[src/rtl/weight_stream_scheduler.sv]
// Streams a 2-cycle-latency weight ROM as a valid/ready stream, replaying the tensor num_passes times.
// Optional stall counter output enabled by defining WEIGHT_STREAM_PERF_CNT_EN.
module weight_stream_scheduler #(
    parameter int DATA_WIDTH = 128,
    parameter int OUT_DEPTH  = 576,
    parameter int ADDR_WIDTH = $clog2(OUT_DEPTH) + 1,
    parameter int PASS_WIDTH = 16
) (
    input  logic                  clk,
    input  logic                  rst,
    input  logic                  start,
    input  logic [PASS_WIDTH-1:0] num_passes,
    input  logic                  abort,
    output logic                  busy,
    output logic                  done,
    output logic [ADDR_WIDTH-1:0] rom_addr,
    output logic                  rom_ce,
    input  logic [DATA_WIDTH-1:0] rom_q,
    output logic [DATA_WIDTH-1:0] data_out,
    output logic                  data_out_valid,
    input  logic                  data_out_ready,
    output logic                  data_out_last_row,
    output logic                  data_out_last
`ifdef WEIGHT_STREAM_PERF_CNT_EN
    ,
    output logic [31:0]           stall_cycles
`endif
);

    localparam logic [1:0] IDLE  = 2'd0;
    localparam logic [1:0] RUN   = 2'd1;
    localparam logic [1:0] DRAIN = 2'd2;
    localparam int STAGES = 1;  // ROM latency minus one

    typedef struct packed {
        logic last_row;
        logic last;
    } tag_t;

    typedef struct packed {
        tag_t                  tag;
        logic [DATA_WIDTH-1:0] data;
    } entry_t;

    logic [1:0]            state;
    logic [ADDR_WIDTH-1:0] addr_cnt;
    logic [PASS_WIDTH-1:0] pass_cnt, passes_q;
    logic [1:0]            inflight, inflight_nxt;
    logic [2:0]            fifo_count, fifo_count_nxt;
    logic [1:0]            wr_ptr, rd_ptr;
    logic [STAGES:0]       vld_pipe;
    tag_t [STAGES:0]       tag_pipe;
    entry_t                mem [4];
    entry_t                head;
    tag_t                  issue_tag;
    logic                  issue, fifo_wr, fifo_rd, addr_last, pass_last, drain_done;

    // fifo_count + inflight < 4 reserves a FIFO slot for every word already requested
    assign issue     = (state == RUN) && (({1'b0, fifo_count} + {2'b00, inflight}) < 4'd4);
    assign addr_last = (addr_cnt == ADDR_WIDTH'(OUT_DEPTH - 1));
    assign pass_last = (pass_cnt == passes_q - PASS_WIDTH'(1));
    assign issue_tag = '{last_row: addr_last, last: addr_last && pass_last};
    assign fifo_wr   = vld_pipe[STAGES];
    assign fifo_rd   = data_out_valid && data_out_ready;

    always_comb begin
        fifo_count_nxt = fifo_count;
        if (fifo_wr && !fifo_rd)
            fifo_count_nxt = fifo_count + 3'd1;
        else if (!fifo_wr && fifo_rd)
            fifo_count_nxt = fifo_count - 3'd1;
        inflight_nxt = inflight;
        if (issue && !fifo_wr)
            inflight_nxt = inflight + 2'd1;
        else if (!issue && fifo_wr)
            inflight_nxt = inflight - 2'd1;
    end

    // Decide completion on next-cycle occupancy so done and busy-low land the cycle after the last beat
    assign drain_done = (state == DRAIN) && (inflight_nxt == 2'd0) && (fifo_count_nxt == 3'd0);

    always_ff @(posedge clk or negedge rst) begin
        if (!rst) begin
            state      <= IDLE;
            done       <= 1'b0;
            addr_cnt   <= '0;
            pass_cnt   <= '0;
            passes_q   <= '0;
            inflight   <= '0;
            fifo_count <= '0;
            wr_ptr     <= '0;
            rd_ptr     <= '0;
            vld_pipe   <= '0;
            tag_pipe   <= '0;
        end else if (abort) begin
            state      <= IDLE;
            done       <= 1'b0;
            addr_cnt   <= '0;
            pass_cnt   <= '0;
            inflight   <= '0;
            fifo_count <= '0;
            wr_ptr     <= '0;
            rd_ptr     <= '0;
            vld_pipe   <= '0;
        end else begin
            done       <= 1'b0;
            vld_pipe   <= {vld_pipe[STAGES-1:0], issue};
            tag_pipe   <= {tag_pipe[STAGES-1:0], issue_tag};
            inflight   <= inflight_nxt;
            fifo_count <= fifo_count_nxt;
            if (fifo_wr) wr_ptr <= wr_ptr + 2'd1;
            if (fifo_rd) rd_ptr <= rd_ptr + 2'd1;
            case (state)
                IDLE: if (start) begin
                    if (num_passes != '0) begin
                        passes_q <= num_passes;
                        addr_cnt <= '0;
                        pass_cnt <= '0;
                        state    <= RUN;
                    end else begin
                        done <= 1'b1;
                    end
                end
                RUN: if (issue) begin
                    if (addr_last) begin
                        addr_cnt <= '0;
                        pass_cnt <= pass_cnt + PASS_WIDTH'(1);
                        if (pass_last) state <= DRAIN;
                    end else begin
                        addr_cnt <= addr_cnt + ADDR_WIDTH'(1);
                    end
                end
                DRAIN: if (drain_done) begin
                    state <= IDLE;
                    done  <= 1'b1;
                end
                default: state <= IDLE;
            endcase
        end
    end

    always_ff @(posedge clk) begin
        if (fifo_wr) mem[wr_ptr] <= '{tag: tag_pipe[STAGES], data: rom_q};
    end

    assign head              = mem[rd_ptr];
    assign busy              = (state == RUN) || (state == DRAIN);
    assign rom_addr          = addr_cnt;
    assign rom_ce            = 1'b1;
    assign data_out_valid    = (fifo_count != 3'd0);
    // Gate on valid so the head reads zero whenever the FIFO is empty, including out of reset
    assign data_out          = data_out_valid ? head.data : '0;
    assign data_out_last_row = data_out_valid && head.tag.last_row;
    assign data_out_last     = data_out_valid && head.tag.last;

`ifdef WEIGHT_STREAM_PERF_CNT_EN
    always_ff @(posedge clk or negedge rst) begin
        if (!rst)
            stall_cycles <= '0;
        else if (!abort && state == IDLE && start)
            stall_cycles <= '0;
        else if (busy && data_out_valid && !data_out_ready && stall_cycles != 32'hFFFF_FFFF)
            stall_cycles <= stall_cycles + 32'd1;
    end
`endif

endmodule
[config.mk]
export PLATFORM = sky130hd
export DESIGN_NAME = weight_stream_scheduler
export DESIGN_NICKNAME = d
export VERILOG_FILES = /design/src/rtl/weight_stream_scheduler.sv
export SDC_FILE = /design/constraint.sdc
export NUM_CORES = 1
export LEC_CHECK = 0
export CORE_MARGIN = 2
export CORE_UTILIZATION = 35
export DETAILED_ROUTE_END_ITERATION = 6
export GPL_TIMING_DRIVEN = 0
export PLACE_DENSITY = 0.54
export SYNTH_ARGS = -nofsm -noshare
export SYNTH_HDL_FRONTEND = slang
export SYNTH_SLANG_ARGS = --single-unit
[constraint.sdc]
create_clock -name clk -period 5.4 [get_ports clk]
set_input_delay 1.08 -clock clk [delete_from_list [all_inputs] [get_ports clk]]
set_output_delay 1.08 -clock clk [all_outputs]
set_load 0.01 [all_outputs]
# After elaboration in Yosys (flattened, before gate mapping)
# Memory sizes are Yosys's and may differ from the RTL's.
# Cells that the tools add are included.
[op_classes]
n_addsub = 10
order_cmp = 1
eq_ne = 10
mux = 39
bitwise = 1
n_reduce_logical = 27
[op_table]
columns = ["op", "count"]
rows = [
  ["two-way mux 128 bit", 1],
  ["two-way mux 16 bit", 5],
  ["two-way mux 11 bit", 5],
  ["one-hot mux 16 bit (2 select lines)", 1],
  ["two-way mux 2 bit", 15],
  ["one-hot mux 11 bit (2 select lines)", 1],
  ["!= test 3 bit, second input constant", 6],
  ["adder 16 x 1 -> 16 bit, second input constant", 1],
  ["== test 16 bit", 1],
  ["nonzero test 16 bit", 1],
  ["subtractor 16 x 1 -> 16 bit, second input constant", 1],
  ["adder 11 x 1 -> 11 bit, second input constant", 1],
  ["== test 11 x 10 -> 1 bit, second input constant", 1],
  ["logical AND 1 bit", 11],
  ["two-way mux 3 bit", 3],
  ["AND reduction 4 bit", 2],
  ["adder 2 x 1 -> 2 bit, second input constant", 3],
  ["two-way mux 1 bit", 6],
  ["one-hot mux 2 bit (3 select lines)", 1],
  ["AND reduction 6 bit", 1],
  ["nonzero test 3 bit", 2],
  ["AND reduction 5 bit", 1],
  ["adder 3 x 2 -> 4 bit", 1],
  ["zero test 2 bit", 2],
  ["other kinds (12)", 15],
]
[word_totals]
register_bits = 61
ramBits = 520
out_inout_bits = 145
elab_cells = 103
mem_count = 1
[mem_list]
columns = ["name", "words", "width", "rd", "rd_ports_with_merged_regs", "write_ports", "line", "source"]
rows = [
  ["mem", 4, 130, 1, 0, 1, "53", "entry_t mem [4];"],
]

# Longest topological paths before layout
# Gate-level depths: netlist (run 1).
[depth]
depth_word = 13
ltp_mapped = 10

# Least setup slack after synthesis (run 1)
# Ideal clock, no wire load.
[synth_path]
kind = "flip-flop to flip-flop"
startpoint = "reg vld_pipe[1]"
endpoint = "mem mem[2][0] (netlist bit) (enable)"
t_arrival_ns = 3.900
required_time_ns = 4.895
slack_ns = 0.995
stages_incl_launch_ff = 4
n_path_buf = 2
period_less_slack_ns = 4.405
path_cell_list = "dfrtp_1 -> clkbuf_1 -> buf_1 -> and2_1"
[synth_between]
elab_chain_cells = 2
[synth_lines]
columns = ["item", "line", "source"]
rows = [
  ["from (decl)", "51", "logic [STAGES:0] vld_pipe;"],
  ["from (signal assigned)", "107", "vld_pipe <= {vld_pipe[STAGES-1:0], issue};"],
  ["two-way mux 1 bit", "143", "if (fifo_wr) mem[wr_ptr] <= '{tag: tag_pipe[STAGES], data: rom_q};"],
  ["two-way mux 1 bit (implied by the code)", "143", ""],
  ["to (decl)", "53", ""],
]
# Every way passes these cells.

# Worst setup path in the final report (run 1)
[layout_path]
startpoint = "reg rd_ptr[0]"
endpoint = "out data_out[122]"
[layout_between]
elab_chain_cells = 2
[layout_lines]
columns = ["item", "line", "source"]
rows = [
  ["from (decl)", "50", "logic [1:0] wr_ptr, rd_ptr;"],
  ["from (signal assigned)", "112", "if (fifo_rd) rd_ptr <= rd_ptr + 2'd1;"],
  ["memory read (4 x 130 bit)", "n/a", ""],
  ["two-way mux 128 bit", "152", "assign data_out = data_out_valid ? head.data : '0;"],
  ["to (decl)", "19", "output logic [DATA_WIDTH-1:0] data_out,"],
]
# Every way passes these cells.

==> results of run 1 <==
logic make-up after synthesis:
kind of cell,after synthesis,share of synthesized area (%)
buffers and inverters,68,1.15
DFF,581,73.8
adders and majority gates,15,0.808
other,1,0.0161
and+or+nand+nor,302,7.42
muxes,150,13.6
AOI/OAI and AO/OA,63,1.73
xor gates and xnor gates,40,1.51
power by group through the flow:
stage | sequential [mW] | combinational (mW) | clock, mW
after floorplan | 5.33 | 2.26 | 0
after global placement | 5.39 | 4.18 | 0
after detailed placement | 5.36 | 4.22 | 0
after CTS | 5.27 | 4.23 | 4.43
after global routing | 5.29 | 4.46 | 4.60
final | 5.27 | 4.09 | 4.29
area by class of cell:
| type | count | area [sq um] |
|---|---|---|
| multi-input combinational | 571 | 5830 |
| buffer | 58 | 233 |
| antenna | 5 | 12.5 |
| sequential | 581 | 17100 |
| inverter | 10 | 37.5 |
| clock inverter | 27 | 243 |
| clock buffer | 90 | 1840 |
| timing repair buffer | 299 | 3130 |
| tap | 864 | 1080 |
| fill | 5707 | 36200 |
worst paths after layout:
check	slack, ns	cells after the start	end	start
worst max-delay path	0.47	6	data_out[122]	rd_ptr[0]
worst min-delay path	0.46	1	vld_pipe[1]	vld_pipe[0]
worst max register to register	2.06	9	state[1]	passes_q[0]
worst min register to register	0.46	1	vld_pipe[1]	vld_pipe[0]
max in group asynchronous	4.27	1	rom_addr[6]	rst
min in group asynchronous	0.58	1	pass_cnt[11]	rst
layer usage:
metal	track usage [%]	routed length, um
met1	19.8	22300
met2	26.7	27000
met3	4.25	3620
met4	4.94	1010
met5	0	65
state kept, by name, indices dropped and copies added (netlist names):
signal,flops
fifo_count,3
passes_q,16
inflight,2
pass_cnt,16
rom_addr,11
vld_pipe,2
state,2
wr_ptr,2
tag_pipe,4
rd_ptr,2
mem,520
done,1
cells in the final DEF, fill, tap and decap left out, types with 4 or more instances in the layout:
cell and count:
sky130_fd_sc_hd__clkbuf_16 68, sky130_fd_sc_hd__clkinv_1 10, sky130_fd_sc_hd__or4_1 4, sky130_fd_sc_hd__xnor2_1 25, sky130_fd_sc_hd__nor3_1 10, sky130_fd_sc_hd__nor4_1 13
sky130_fd_sc_hd__o21ai_0 30, sky130_fd_sc_hd__xor2_1 15, sky130_fd_sc_hd__nand2b_1 7, sky130_fd_sc_hd__nand4_1 9, sky130_fd_sc_hd__edfxtp_1 520, sky130_fd_sc_hd__nand3_1 14
sky130_fd_sc_hd__clkbuf_8 6, sky130_fd_sc_hd__or3_1 4, sky130_fd_sc_hd__and3_1 4, sky130_fd_sc_hd__diode_2 5, sky130_fd_sc_hd__clkinv_2 6, sky130_fd_sc_hd__buf_1 17
sky130_fd_sc_hd__buf_16 8, sky130_fd_sc_hd__a21oi_1 8, sky130_fd_sc_hd__mux2_2 18, sky130_fd_sc_hd__dfrtp_1 61, sky130_fd_sc_hd__clkbuf_1 52, sky130_fd_sc_hd__ha_1 15
sky130_fd_sc_hd__and2_4 4, sky130_fd_sc_hd__and2_1 134, sky130_fd_sc_hd__nand2_1 42, sky130_fd_sc_hd__nor2_1 37, sky130_fd_sc_hd__inv_1 10, sky130_fd_sc_hd__mux4_2 130
sky130_fd_sc_hd__clkdlybuf4s50_1 290
metrics by stage:
| step | instance area, sq um | hold slack (ns) | cells | setup TNS (ns) | util [%] |
|---|---|---|---|---|---|
| 2_1_floorplan | 23200 | 0.439 | 1220 | 0 | - |
| 3_3_place_gp | 27200 | 0.443 | 2375 | -1108.43 | 41.4 |
| 3_5_place_dp | 27400 | 0.455 | 2383 | 0 | 41.7 |
| 4_1_cts | 29500 | 0.469 | 2500 | 0 | 44.9 |
| 5_1_grt | 29500 | 0.527 | 2503 | 0 | 44.9 |
| 6_report | 29500 | 0.462 | 2505 | 0 | 44.9 |
==> results.toml, run 1 <==
[run_status]
status = "finished clean"

[grt]
first_global_vias = 13000
gr-total-overflow = 0
grt_use_total_pct = 15.8
grt_first_pass_wirelength_um = 80000
antenna_found_initial = 10
grt_start_max_net_pins = 62

[timing]
postLayoutSetupSlackWorst_ns = 0.473
setup_repair_after_global_routing_missed_its_margin = "false"
max_slew.worst_pin.slew_ns = 1.03
setup_viol_count_final = 0
timing.final.hold_violations = 0
final_min_period_over_clock_period_pct = 91.2
slew-limit-headroom_pct = 31.6
period_minus_slack_ns = 4.93
fin_skew_ns = 0.0216
timing.fmax_mhz = 203
maxSlewViolCount = 0

[cts]
clkSlewWorstSetupHoldPaths_ns = 0.06
ctsHtreeMaxLevel = 3
tritoncts.num_buffers = 66
clockBufferDepth = 3
clkLatencyLatePin_ns = 0.60
cts_tree = "done"
post-cts-setup-buffers = 0
cts.sinks = 581
cts_resized = 2
cts_hold_repair.buffers = 0
cts_root_buf = "sky130_fd_sc_hd__clkbuf_16"

[critical_path]
critical_path.max_stage_delay_ns = 0.75
number_of_buffers_and_inverters_on_the_critical_path = 4
crit_path_start_kind = "register"
cp.arrival_ns = 3.85
crit_fanout = 10
kind_of_cell_adding_the_most_delay_to_the_critical_path = "buffers and inverters"
sequence_of_cells_on_the_critical_path = "clkbuf_1 > clkbuf_2 > buf_1 > mux4_2 > and2_1 > clkdlybuf4s50_1"
crit_slowest_cell = "sky130_fd_sc_hd__buf_1"
crit_type = "register to output port"
critical_path_required_ns = 4.32
worstSetupEndpointType = "output port"

[power_and_ir_drop]
pwr-share-clk_pct = 31.4
power.density_cell_area_nw_per_um2 = 462
seq_power_share_pct = 38.6
switching_share_pct = 28.3
design_power_total_mw = 13.7
power.static_leakage_nw = 9.50
comb_power_share_pct = 30.0
cell_int_power_mw = 9.78
total_switching_power_mw = 3.87
worst_ir_drop_vdd_v = 0.000180

[synthesis]
synth_top_flop_cell = "sky130_fd_sc_hd__edfxtp_1"
number_of_nets_produced_by_synthesis = 1384
synth_largest_area_cell = "sky130_fd_sc_hd__edfxtp_1"
syn-instance-count = 1220
synth_top_cells_by_count = "520 x sky130_fd_sc_hd__edfxtp_1, 138 x sky130_fd_sc_hd__and2_1, 130 x sky130_fd_sc_hd__mux4_2"
ys.warnings.count = 0
synthMostInstantiatedCell = "sky130_fd_sc_hd__edfxtp_1"
synth_edf_count = 520
synth.area.top_cells = "sky130_fd_sc_hd__edfxtp_1 67%, sky130_fd_sc_hd__mux4_2 13%, sky130_fd_sc_hd__dfrtp_1 6.6%"
synth-seq-cells = 581
synth_seq_area_share_pct = 73.8
synth_cell_type_count = 55
syn_avg_cell_area_sq_um = 19.0
synth_largest_type_area_fraction_pct = 67.2
ys_async_sr_fraction_pct = 10.5
mappedNetlistArea_sq_um = 23200

[layout]
finish.net_count = 1751
proportion_of_layout_cells_with_a_drive_suffix_above_1_pct = 16.4
area.growth.synth_to_final_pct = 27.2

[die]
core_area_sq_um = 65700
die_area_sq_um = 68400
start_util_pct = 35.3
dieHeight_um = 262
die_w_um = 262
io-pin-count = 294
rows = 94

[flow_run]
max-cap-violations = 0

[route]
routed_via_density = 4.91
avgRoutedWirePerCell_um = 21.5
routed-via-count = 12300
detail_route.iter0.violations = 689
postRouteWirelength_um = 54000
drt_first_pass_iters = 5
drc_errors = 0
drt.antenna.violating_nets = 0

[placed_design]
place.port_buffers = 291
dp_slack_ns = 0.541
finalWeightedCongestion = 0.773
hpwl_um = 34600

[worst_hold_path]
min-delay-path-class = "register to register"
No activity file was read; power rests on OpenSTA's default activity.
==> run 2, diff against run 1 <==
--- a/config.mk
+++ b/config.mk
@@ -5,7 +5,6 @@
 export SDC_FILE = /design/constraint.sdc
 export NUM_CORES = 1
 export LEC_CHECK = 0
-export CORE_MARGIN = 2
 export CORE_UTILIZATION = 35
 export DETAILED_ROUTE_END_ITERATION = 6
 export GPL_TIMING_DRIVEN = 0
==> results.toml, run 2 (synthesized netlist as in run 1, its figures left out) <==
[layout]
finish.net_count = 1752
mostFrequentLayoutCell = "sky130_fd_sc_hd__edfxtp_1"
largest_reg_flops = 520
area.growth.synth_to_final_pct = 27.3
proportion_of_layout_cells_with_a_drive_suffix_above_1_pct = 16.4
finalInstanceArea_sq_um = 29600
postLayoutCoreUtil_pct = 45.0
area.sequential_sq_um = 17100
top_register = "mem"
multi_input_comb_area_sq_um = 5830
most-common-layout-cells = "520 x sky130_fd_sc_hd__edfxtp_1, 290 x sky130_fd_sc_hd__clkdlybuf4s50_1, 134 x sky130_fd_sc_hd__and2_1"
reg_top3 = "mem (520), pass_cnt (16), passes_q (16)"
filler_cell_count = 5711

[timing]
maxSlewViolCount = 0
fin_skew_ns = 0.0147
timing.hold.ws_ns = 0.455
timing.final.hold_violations = 0
period_minus_slack_ns = 4.93
setup_repair_after_global_routing_missed_its_margin = "false"
timing.fmax_mhz = 203
setup_viol_count_final = 0
slew-limit-headroom_pct = 29.8
max_slew.worst_pin.slew_ns = 1.05
final_min_period_over_clock_period_pct = 91.3

[route]
detail_route.iter0.violations = 694
drt.antenna.violating_nets = 0
drt_first_pass_iters = 5
routed_via_density = 4.89
routed-via-count = 12200
avgRoutedWirePerCell_um = 21.3
drc_errors = 0
postRouteWirelength_um = 53300

[critical_path]
crit_fanout = 10
crit_type = "register to output port"
worstSetupEndpointType = "output port"
crit_path_start_kind = "register"
crit_slowest_cell = "sky130_fd_sc_hd__buf_1"
sequence_of_cells_on_the_critical_path = "clkbuf_1 > clkbuf_2 > buf_1 > mux4_2 > and2_1 > clkdlybuf4s50_1"
critical_path.max_stage_delay_ns = 0.73
number_of_buffers_and_inverters_on_the_critical_path = 4
reg_to_reg_critical_path_startpoint = "passes_q[0]"
critPathLaunch = "rd_ptr[0]"
critical_path_required_ns = 4.32
cp.arrival_ns = 3.85
kind_of_cell_adding_the_most_delay_to_the_critical_path = "buffers and inverters"

[worst_hold_path]
worst_hold_startpoint = "vld_pipe[0]"
min-delay-path-class = "register to register"

[power_and_ir_drop]
design_power_total_mw = 13.6
power.density_cell_area_nw_per_um2 = 461
power.static_leakage_nw = 9.51
worst_ir_drop_vdd_v = 0.000215

[die]
core_area_sq_um = 65700
start_util_pct = 35.3
die_w_um = 260
dieHeight_um = 260
rows = 94
die_area_sq_um = 67400
io-pin-count = 294

[cts]
cts_root_buf = "sky130_fd_sc_hd__clkbuf_16"
cts_tree = "done"
clockBufferDepth = 3
ctsHtreeMaxLevel = 3
clkSlewWorstSetupHoldPaths_ns = 0.06
cts_hold_repair.buffers = 0
cts.sinks = 581
tritoncts.num_buffers = 66
clkLatencyLatePin_ns = 0.58

[grt]
grt_first_pass_wirelength_um = 80500
global_route.usage.met2_pct = 26.5
gr-total-overflow = 0
grt_start_max_net_pins = 62
grt_use_total_pct = 16.1
grt_most_used_layer = "met2"
antenna_found_initial = 7
global_route.usage.met3_pct = 3.93
groute.layer.met1.usage_pct = 21.2
first_global_vias = 12900

[placed_design]
hpwl_um = 34100
finalWeightedCongestion = 0.736
place.port_buffers = 291
place_area_sq_um = 27500

[run_status]
status = "finished clean"

[flow_run]
max-cap-violations = 0
-- run 2: changes by cell type in the layout (fill, tap and decap cells not counted) --
cell                              before  now
sky130_fd_sc_hd__clkinv_16             0    1
sky130_fd_sc_hd__clkinv_8              1    2
sky130_fd_sc_hd__diode_2               5    3
sky130_fd_sc_hd__inv_16                1    0
sky130_fd_sc_hd__clkbuf_8              6    2
sky130_fd_sc_hd__buf_1                17   16
sky130_fd_sc_hd__clkbuf_1             52   53
sky130_fd_sc_hd__clkinv_1             10   11
sky130_fd_sc_hd__clkdlybuf4s15_1       0    1
sky130_fd_sc_hd__clkbuf_16            68   69
sky130_fd_sc_hd__buf_12                0    1
sky130_fd_sc_hd__clkinv_2              6    9
sky130_fd_sc_hd__inv_6                 3    2
sky130_fd_sc_hd__clkinvlp_4            3    1
-- run 2: final cells by class --
type	instances	share of cell area, %
plain buffers	58	0.808
well taps	864	3.66
clock inverters	29	0.893
flip-flops and latches	581	58.0
inverters	10	0.127
diodes	3	0.0254
multi-input cells	571	19.7
clock buffers	88	6.15
repair buffers	300	10.7
-- run 2: path summary, 6_finish.rpt --
kind / end / depth (start not counted) / slack [ns]
min reg2reg: vld_pipe[1] / 1 / 0.45
max in group asynchronous: tag_pipe[2] / 1 / 4.26
min in group asynchronous: pass_cnt[10] / 1 / 0.60
min: vld_pipe[1] / 1 / 0.45
max reg2reg: state[0] / 9 / 2.03
max: data_out[122] / 6 / 0.47
-- run 2: routing by layer --
metal / wire (um) / up-vias / share of wire, %
li1: - / 5562 / -
met1: 23300 / 6335 / 44
met2: 26200 / 252 / 49
met3: 2760 / 82 / 5.2
met4: 967 / 12 / 1.8
met5: 81 / - / 0.15
-- run 2: worst reg2reg max path, cell delays in order, from the launching register on --
cell and delay (ns):
sky130_fd_sc_hd__dfrtp_1 0.47, sky130_fd_sc_hd__inv_1 0.09, sky130_fd_sc_hd__ha_1 0.25, sky130_fd_sc_hd__nor3b_4 0.34, sky130_fd_sc_hd__or4b_2 0.63, sky130_fd_sc_hd__a21boi_0 0.27
sky130_fd_sc_hd__o211ai_1 0.13, sky130_fd_sc_hd__or4_4 0.52, sky130_fd_sc_hd__a2111oi_2 0.41, sky130_fd_sc_hd__a22o_1 0.19
-- run 2: what timing repair did --
item / 4_1_cts / 5_1_grt
endpoints found under the setup margin: 48 / 0
buffers inserted: 0 / 0
gates resized for setup: 3 / 0
-- run 2: power by group --
part | leakage (nW) | internal, mW | switching, mW
Sequential | 5.50 | 5.11 | 0.157
Combinational | 3.01 | 2.13 | 1.94
Clock | 1.01 | 2.52 | 1.76
Total | 9.51 | 9.76 | 3.86
-- run 2: metrics by stage --
step           setup TNS (ns)  cells  setup slack [ns]
4_1_cts                     0   2501             0.259
6_report                    0   2504             0.471
2_1_floorplan               0   1220             0.995
3_5_place_dp                0   2384             0.575
5_1_grt                     0   2501             0.118
3_3_place_gp         -1100.89   2375             -2.17
